==> src/rtl/debug_uart_pkg.sv <==
// Shared types and elaboration-time helpers for the buffered debug UART transmitter.
package debug_uart_pkg;

   typedef enum logic [1:0] {
      IDLE  = 2'd0,
      START = 2'd1,
      DATA  = 2'd2,
      STOP  = 2'd3
   } uart_state_t;

   function automatic int calc_clks_per_bit(input int clk_hz, input int bit_rate);
      if (bit_rate <= 0) return 0;
      return clk_hz / bit_rate;
   endfunction

   // Bit period must be a whole number of clocks (at least two), and the FIFO a power of two.
   function automatic bit params_ok(input int clk_hz, input int bit_rate, input int depth);
      return (bit_rate > 0) && (clk_hz % bit_rate == 0) && (clk_hz / bit_rate >= 2) &&
             (depth >= 2) && ((depth & (depth - 1)) == 0);
   endfunction

endpackage

==> src/rtl/debug_uart_fifo.sv <==
// Synchronous byte FIFO with wrap-bit pointers; the head byte is visible on dout while not empty.
module debug_uart_fifo
   import debug_uart_pkg::*;
#(
   parameter int DEPTH = 8
) (
   input  logic                       clk,
   input  logic                       rst,
   input  logic                       push,
   input  logic                       pop,
   input  logic [7:0]                 din,
   output logic [7:0]                 dout,
   output logic                       full,
   output logic                       empty,
   output logic [$clog2(DEPTH):0]     level
);

   localparam int AW = $clog2(DEPTH);

   logic [7:0]  mem [DEPTH];
   logic [AW:0] wr_ptr;
   logic [AW:0] rd_ptr;
   logic        push_ok;
   logic        pop_ok;

   // A push into a full FIFO still fits when the head leaves in the same cycle.
   assign push_ok = push & (~full | pop);
   assign pop_ok  = pop & ~empty;

   assign level = wr_ptr - rd_ptr;
   assign full  = (level == (AW + 1)'(DEPTH));
   assign empty = (wr_ptr == rd_ptr);
   assign dout  = mem[rd_ptr[AW-1:0]];

   always_ff @(posedge clk) begin
      if (rst) begin
         wr_ptr <= '0;
         rd_ptr <= '0;
      end else begin
         if (push_ok) wr_ptr <= wr_ptr + (AW + 1)'(1);
         if (pop_ok)  rd_ptr <= rd_ptr + (AW + 1)'(1);
      end
   end

   always_ff @(posedge clk) begin
      if (push_ok) mem[wr_ptr[AW-1:0]] <= din;
   end

endmodule

==> src/rtl/debug_uart_tx_buffered.sv <==
// Debug UART transmitter: CPU byte writes queue in a FIFO and drain as contiguous 8N1 frames.
module debug_uart_tx_buffered
   import debug_uart_pkg::*;
#(
   parameter int CLK_HZ   = 4_000_000,
   parameter int BIT_RATE = 1_000_000,
   parameter int DEPTH    = 8
) (
   input  logic                       clk,
   input  logic                       rst,
   input  logic                       wr_en,
   input  logic [7:0]                 wr_data,
   input  logic                       clr_overflow,
   output logic                       uart_txd,
   output logic                       tx_busy,
   output logic                       fifo_full,
   output logic [$clog2(DEPTH):0]     fifo_level,
   output logic                       overflow
);

   localparam int CLKS_PER_BIT = calc_clks_per_bit(CLK_HZ, BIT_RATE);
   localparam int CNT_W        = (CLKS_PER_BIT > 1) ? $clog2(CLKS_PER_BIT) : 1;

   if (!params_ok(CLK_HZ, BIT_RATE, DEPTH)) begin : g_bad_params
      $error("debug_uart_tx_buffered: CLK_HZ/BIT_RATE must be an integer >= 2 and DEPTH a power of two >= 2");
   end

   uart_state_t      state, next_state;
   logic [CNT_W-1:0] baud_cnt, next_cnt;
   logic [2:0]       bit_idx, next_bit_idx;
   logic [7:0]       shift, next_shift;
   logic             txd_next;
   logic             pop;
   logic             baud_last;
   logic             drop;
   logic [7:0]       fifo_dout;
   logic             fifo_empty;

   debug_uart_fifo #(.DEPTH(DEPTH)) u_fifo (
      .clk   (clk),
      .rst   (rst),
      .push  (wr_en),
      .pop   (pop),
      .din   (wr_data),
      .dout  (fifo_dout),
      .full  (fifo_full),
      .empty (fifo_empty),
      .level (fifo_level)
   );

   assign baud_last = (baud_cnt == CNT_W'(CLKS_PER_BIT - 1));
   assign drop      = wr_en & fifo_full & ~pop;
   assign tx_busy   = (state != IDLE) | (fifo_level != '0);

   // The line level is derived from the next state so uart_txd stays a pure register.
   always_comb begin
      next_state   = state;
      next_cnt     = baud_cnt + CNT_W'(1);
      next_bit_idx = bit_idx;
      next_shift   = shift;
      pop          = 1'b0;
      txd_next     = 1'b1;
      case (state)
         IDLE: begin
            next_cnt = '0;
            if (!fifo_empty) begin
               pop        = 1'b1;
               next_shift = fifo_dout;
               next_state = START;
            end
         end
         START: begin
            if (baud_last) begin
               next_cnt     = '0;
               next_bit_idx = '0;
               next_state   = DATA;
            end
         end
         DATA: begin
            if (baud_last) begin
               next_cnt   = '0;
               next_shift = shift >> 1;
               if (bit_idx == 3'd7) next_state = STOP;
               else                 next_bit_idx = bit_idx + 3'd1;
            end
         end
         STOP: begin
            if (baud_last) begin
               next_cnt = '0;
               if (!fifo_empty) begin
                  pop        = 1'b1;
                  next_shift = fifo_dout;
                  next_state = START;
               end else begin
                  next_state = IDLE;
               end
            end
         end
         default: next_state = IDLE;
      endcase
      case (next_state)
         START:   txd_next = 1'b0;
         DATA:    txd_next = next_shift[0];
         default: txd_next = 1'b1;
      endcase
   end

   always_ff @(posedge clk) begin
      if (rst) begin
         state    <= IDLE;
         baud_cnt <= '0;
         bit_idx  <= '0;
         shift    <= '0;
         uart_txd <= 1'b1;
      end else begin
         state    <= next_state;
         baud_cnt <= next_cnt;
         bit_idx  <= next_bit_idx;
         shift    <= next_shift;
         uart_txd <= txd_next;
      end
   end

   // A dropped write outranks a simultaneous clear so no loss goes unreported.
   always_ff @(posedge clk) begin
      if (rst)               overflow <= 1'b0;
      else if (drop)         overflow <= 1'b1;
      else if (clr_overflow) overflow <= 1'b0;
   end

endmodule

==> config.mk <==
export PLATFORM = sky130hd
export DESIGN_NAME = debug_uart_tx_buffered
export DESIGN_NICKNAME = d
export VERILOG_FILES = /design/src/rtl/debug_uart_pkg.sv /design/src/rtl/debug_uart_fifo.sv /design/src/rtl/debug_uart_tx_buffered.sv
export SDC_FILE = /design/constraint.sdc
export NUM_CORES = 1
export LEC_CHECK = 0
export CAP_MARGIN = 20
export CORE_ASPECT_RATIO = 1.2
export CORE_MARGIN = 2
export CORE_UTILIZATION = 34
export CTS_CLUSTER_DIAMETER = 100
export CTS_CLUSTER_SIZE = 14
export DETAILED_ROUTE_END_ITERATION = 10
export MAX_ROUTING_LAYER = met4
export SETUP_SLACK_MARGIN = 0.02
export SLEW_MARGIN = 15
export SYNTH_ARGS = -nofsm -noshare
export SYNTH_HDL_FRONTEND = slang
export SYNTH_HIERARCHICAL = 1
export SYNTH_SLANG_ARGS = --single-unit
==> constraint.sdc <==
create_clock -name clk -period 3.9 [get_ports clk]
set_input_delay 0.39 -clock clk [delete_from_list [all_inputs] [get_ports clk]]
set_output_delay 0.39 -clock clk [all_outputs]
set_load 0.05 [all_outputs]
* Yosys cells after proc, flatten, opt, wreduce, memory -nomap -nowiden
Memory sizes are Yosys's and may differ from the RTL's. A register that Yosys moved wholly into a read port is not among the register bits. Cells that the tools add are included.
Storage, ports and cells: memories kept 1, output and inout bits 8, word-level logic and storage cells 73, RAM bits 64, bits of input ports 12, register bits after elaboration 25
Memory list:
- u_fifo.mem | depth 8, width 8, rd ports 1, clocked after Yosys merged registers in 1, wr ports 1, RTL line debug_uart_fifo.sv:20 | logic [7:0] mem [DEPTH];
Cells by class: bitwise logic cells 9, reductions and logical operators 9, eq/ne operators 13, multiplexer cells 27, $add $sub $neg 5
Operator list (number):
- 8-bit two-way mux | 3
- 8-bit one-hot mux with 3 select lines | 1
- 3-bit two-way mux | 5
- 2-bit two-way mux | 6
- 4-bit by 1-bit adder with 4-bit output, second input constant | 2
- 2-bit == test, second input constant | 4
- 2-bit != test, second input constant | 4
- 2-bit one-hot mux with 4 select lines | 1
- 1-bit two-way mux | 7
- 3-bit one-hot mux with 2 select lines | 1
- 2-bit nonzero test | 3
- 1-bit AND | 4
- 2-bit by 1-bit == test with 1-bit output, second input constant | 2
- 4-bit == test | 1
- 4-bit == test, second input constant | 1
- 1-bit one-hot mux with 2 select lines | 2
- 2-bit one-hot mux with 2 select lines | 1
- 4-bit AND reduction | 1
- 4-bit nonzero test | 1
- 4-bit subtractor | 1
- 3-bit by 1-bit adder with 3-bit output, second input constant | 1
- 3-bit == test, second input constant | 1
- 1-bit NOT | 3
- 3-bit AND reduction | 1
- 5 further kinds | 6

* Depth between registers and ports, before layout
depth after elaboration 8, depth in mapped cells 10, mapped depth without buffers 9

* Hierarchy
Netlist, hierarchy kept.
By module, submodules not included:
- debug_uart_fifo | cells an instance 162, area an instance 3042.9 µm², seq. area each 2142.1 µm², instances 1
- debug_uart_tx_buffered | cells an instance 116, area an instance 1008.5 µm², seq. area each 340.3 µm², instances 1

* Least setup slack after synthesis
Ideal clock, no wire load.
path kind register to register, from reg u_fifo.wr_ptr[1], to reg overflow, required time 3828 ps, slack -17 ps, data arrival time 3844 ps, cell stages (with the launch flop) 8, setup time 72 ps, period minus slack after synthesis 3917 ps, path buffers 0, path through dfxtp_1 -> ha_1 -> nand3b_1 -> a21boi_0 -> nor2_1 -> nor4b_1 -> nand3b_1 -> a21oi_1
On the way: elaborated cells between the ends (all ways) 11, those cells by class add/sub: 1; eq/ne: 2; mux: 4; bitwise: 3; reduce/logical: 1
RTL lines:
- start: declaration | RTL line debug_uart_fifo.sv:21 | logic [AW:0] wr_ptr;
- start signal: assignment | RTL line debug_uart_fifo.sv:40 | if (push_ok) wr_ptr <= wr_ptr + (AW + 1)'(1);
- 4-bit subtractor (*) | RTL line debug_uart_fifo.sv:30 | assign level = wr_ptr - rd_ptr;
- net fifo_level[3] | RTL line debug_uart_tx_buffered.sv:17 | output logic [$clog2(DEPTH):0] fifo_level,
- 4-bit == test (*) | RTL line debug_uart_fifo.sv:31 | assign full = (level == (AW + 1)'(DEPTH));
- net fifo_full | RTL line debug_uart_tx_buffered.sv:16 | output logic fifo_full,
- 1-bit AND (*) (2 in series) | RTL line debug_uart_tx_buffered.sv:52 | assign drop = wr_en & fifo_full & ~pop;
- 1-bit two-way mux / 2-bit nonzero test (equally long branches)
- end signal: assignment | RTL line debug_uart_tx_buffered.sv:126 | if (rst) overflow <= 1'b0;
- end signal: assignment | RTL line debug_uart_tx_buffered.sv:127 | else if (drop) overflow <= 1'b1;
- end signal: assignment | RTL line debug_uart_tx_buffered.sv:128 | else if (clr_overflow) overflow <= 1'b0;
- end: declaration | RTL line debug_uart_tx_buffered.sv:18 | output logic overflow
Mark *: on every way through the listed nets, which the timed path passes. The rest lies on a longest branch. A chain may end at the register's enable or synchronous reset.

* Worst setup path in the final report
from reg u_fifo.wr_ptr[0], to out tx_busy
On the way: word-level cells in the longest chain between the ends 3
RTL lines:
- 4-bit subtractor | RTL line debug_uart_fifo.sv:30
- 4-bit nonzero test | RTL line debug_uart_tx_buffered.sv:53 | assign tx_busy = (state != IDLE) | (fifo_level != '0);
- 1-bit bitwise OR | RTL line debug_uart_tx_buffered.sv:53
- end: declaration | RTL line debug_uart_tx_buffered.sv:15 | output logic tx_busy,
No other way between the ends.

==> out/results.tsv <==
stage	metric	value	unit
run_status	status	completed	
worst_hold_path	worst hold stages	1	
sta	Worst Clk Skew	0.00951	ns
worst_setup_path	endpoint required time on the critical path	3.51	ns
route	total number of vias	2314	
finish	final core utilization	41.1	%
placement	Cells after DPL	447	
finish	final net count	329	
sta	setup repair after global routing missed its margin	no	
clock_tree	maximum root-to-sink buffer count	2	
sta	worst rel slew slack	32.1	%
finish	area growth from synthesis to final layout	17.4	%
job	max-cap viol count	0	
clock_tree	post-cts gate resize count	0	
sta	setup ws final	0.461	ns
worst_setup_path	origin of the critical flop-to-flop path	u_fifo/wr_ptr[0]	
placement	weighted congestion reported at the end of routability-driven placement	0.748	
clock_tree	clock tree from TritonCTS	yes	
floorplan	top-level I/O count	20	
worst_hold_path	hold path startpoint	baud_cnt[0]	
global_routing	Global Route Usage Sum	12.6	%
worst_setup_path	kind of critical path	flop to output port	
floorplan	DIE WIDTH	104	um
clock_tree	Inserted Clock Buffers	9	
yosys	netlist area before placement	0.00405	mm2
yosys	Ys Warns	6	
global_routing	initial antenna violation count	0	
sta	final slew viol count	0	
worst_setup_path	number of cells traversed by the worst register-to-register path	9	
route	count of TritonRoute iterations in the first routing pass	4	
placement	post-place setup slack	0.167	ns
yosys	count of flip-flops with a built-in enable after synthesis	64	
route	detailed-route vias per instance	4.98	
floorplan	effective utilization at floorplan	35.0	%
floorplan	standard-cell rows	43	
yosys	FFs w/ async S/R, synth	0	%
worst_setup_path	Max stage delay on crit path	0.72	ns
finish	Seq. cell area	0.00248	mm2
worst_setup_path	type of origin of the critical path	flop	
placement	quantity of I/O buffers inserted on ports	19	
worst_hold_path	Worst Hold Endpoint	baud_cnt[0]	
global_routing	first-pass GRT wire length	11900	um
sta	Hold Slack	0.431	ns
worst_setup_path	ordered list of cells on the worst path	inv_1, ha_1, nand3b_1, a21boi_0, nor2_1, nor4_1, nand2_1, clkdlybuf4s50_1	
yosys	gate count of the mapped netlist	278	
worst_setup_path	Critical Path AT	3.05	ns
finish	layout cells sized above 1	21.1	%
clock_tree	root buffer cell	sky130_fd_sc_hd__clkbuf_16	
route	number of nets still failing antenna checks after routing	0	
yosys	dominant synthesized flop cell	sky130_fd_sc_hd__edfxtp_1	
placement	HPWL after detailed placement	5080	um
floorplan	Die ar.	0.0128	mm2
global_routing	via count of the first global-routing pass	2256	
yosys	sequential element share of the synthesized area	61.3	%
finish	final-layout fill cell count	1061	
worst_setup_path	capture point of the worst reg-to-reg path	u_fifo/mem[3][3]	
route	Iter 0 DRT Violations	105	
finish	commonest non-fill, non-tap cell in the layout	sky130_fd_sc_hd__edfxtp_1	
yosys	Syn Area/Cell	14.6	um2
worst_setup_path	Max FO, Critical Path	6	
pwr	Peak VDD IR	0.334	mV
yosys	library cell occupying the most area in the post-synthesis netlist	sky130_fd_sc_hd__edfxtp_1	
pwr	Cell Pwr Density	660	mW/mm2
worst_hold_path	worst hold path class	flop to flop	
finish	n_diodes	0	
clock_tree	Post-CTS Repair Setup Buffers	0	
route	Residual DRC	0	
yosys	syn_nets	304	
clock_tree	count of hold-fix buffers inserted at cts	0	
yosys	FF+latch count, synth	92	
global_routing	largest net degree at the start of global routing	29	
floorplan	overall die height	124	um
clock_tree	number of H-tree levels	3	
worst_setup_path	Critical-path top delay cell	sky130_fd_sc_hd__clkdlybuf4s50_1	
sta	number of endpoints failing setup at the final stage	0	
yosys	number of library cell types mapped by synthesis	51	
sta	Worst Max-Slew Pin Slew	1.02	ns
global_routing	residual overflow from global routing	0	
clock_tree	clock sink total	92	
route	WL/cell	15.9	um
yosys	share of Yosys cell area claimed by the top area cell type	47.4	%
finish	commonest cells after routing, fill and taps aside	sky130_fd_sc_hd__edfxtp_1, sky130_fd_sc_hd__nor2_1, sky130_fd_sc_hd__dfxtp_1, sky130_fd_sc_hd__clkdlybuf4s50_1, sky130_fd_sc_hd__mux4_2	
clock_tree	clk_lat worst skew	0.34	ns
pwr	leakage dissipation	1.59	nW
sta	share of the clock period used by the worst path after layout	88.2	%
yosys	largest cells by area after synthesis	sky130_fd_sc_hd__edfxtp_1, sky130_fd_sc_hd__dfxtp_1, sky130_fd_sc_hd__mux4_2	
worst_setup_path	slack of the worst reg-to-reg path	0.50	ns
route	total wirelength of the detailed-routed design	7380	um
floorplan	area of the core	0.0116	mm2
sta	Setup Total Neg Slack	0	ns
worst_setup_path	critical path endpoint category	output port	
clock_tree	clock-pin slew on the worst setup and hold paths	0.06	ns
sta	top achievable clock speed	0.291	GHz
finish	final cell count without fillers	465	
finish	Multi-input gate area	0.00150	mm2
sta	Final Critical Period	3.44	ns
sta	count of final hold-check violations	0	
==> worst max path at each step <==
stage	startpoint	end	cells after the start
floorplan	u_fifo/wr_ptr[0]	u_fifo/mem[4][0]	8
global placement	u_fifo/wr_ptr[0]	u_fifo/mem[3][5]	8
detailed placement	u_fifo/wr_ptr[0]	u_fifo/mem[5][3]	8
CTS	u_fifo/wr_ptr[0]	u_fifo/mem[5][3]	8
global route	u_fifo/wr_ptr[0]	tx_busy	8
finish	u_fifo/wr_ptr[0]	tx_busy	8
==> per-stage QoR <==
stage               total power [mW]  area (um2)
floorplan                       2.00        4060
global placement                2.26        4430
detailed placement              2.28        4440
CTS                             3.17        4740
global route                    3.31        4760
finish                          3.14        4760
==> routing by layer <==
metal | vias up | GRT usage, % | wire length, um
li1 | 1119 | - | -
met5 | - | - | 0
met3 | 11 | 2.88 | 193
met1 | 1157 | 15.5 | 3450
met4 | 0 | 6.08 | 131
met2 | 27 | 19.9 | 3600
==> cell usage after synthesis (all sizes together) (5+ instances only) <==
cell type  number
a21oi           9
a22oi           9
buf             8
dfxtp          28
edfxtp         64
ha             13
inv            10
mux2           10
mux2i           8
mux4           16
nand2          10
nor2           28
nor4b           5
o21ai          11
==> registers in the layout, indices dropped and copies added (netlist names), named ones only <==
register       flops
baud_cnt           2
shift              8
uart_txd           1
u_fifo/mem        64
overflow           1
bit_idx            3
u_fifo/rd_ptr      4
u_fifo/wr_ptr      4
state              2
==> area by class of cell <==
class                   count  area share [%]
flip-flops and latches     92            52.2
multi-input cells         164            31.5
repair buffers             26            4.94
clock buffers               9            4.73
well taps                 157            4.13
clock inverters             7            1.68
inverters                  10           0.789
==> kinds of logic after synthesis <==
logic type               Yosys count  share of synthesized area, %
AO/OA/AOI/OAI                     39                          6.86
XOR/XNOR                           6                          1.30
adder cells (fa/ha/maj)           14                          4.51
buffers and inverters             22                          2.41
flip-flops                        92                          61.3
multiplexers                      34                          13.7
AND/OR/NAND/NOR                   71                          9.91
==> report_power, final <==
group / total [mW] / internal (mW) / leakage, nW / switching [mW]
logic: 1.02 / 0.429 / 0.634 / 0.594
clock network: 0.886 / 0.506 / 0.150 / 0.381
registers: 1.23 / 1.15 / 0.808 / 0.0741
==> critical path, delay by kind of cell (launching register included) <==
family                   cells  cell delay, ns
AND/OR/NAND/NOR              4            0.76
buffers and inverters        2            0.87
adder cells (fa/ha/maj)      1            0.23
AO/OA/AOI/OAI                1            0.40
flip-flops                   1            0.45
Note: power is estimated with default switching activity, not from simulation.
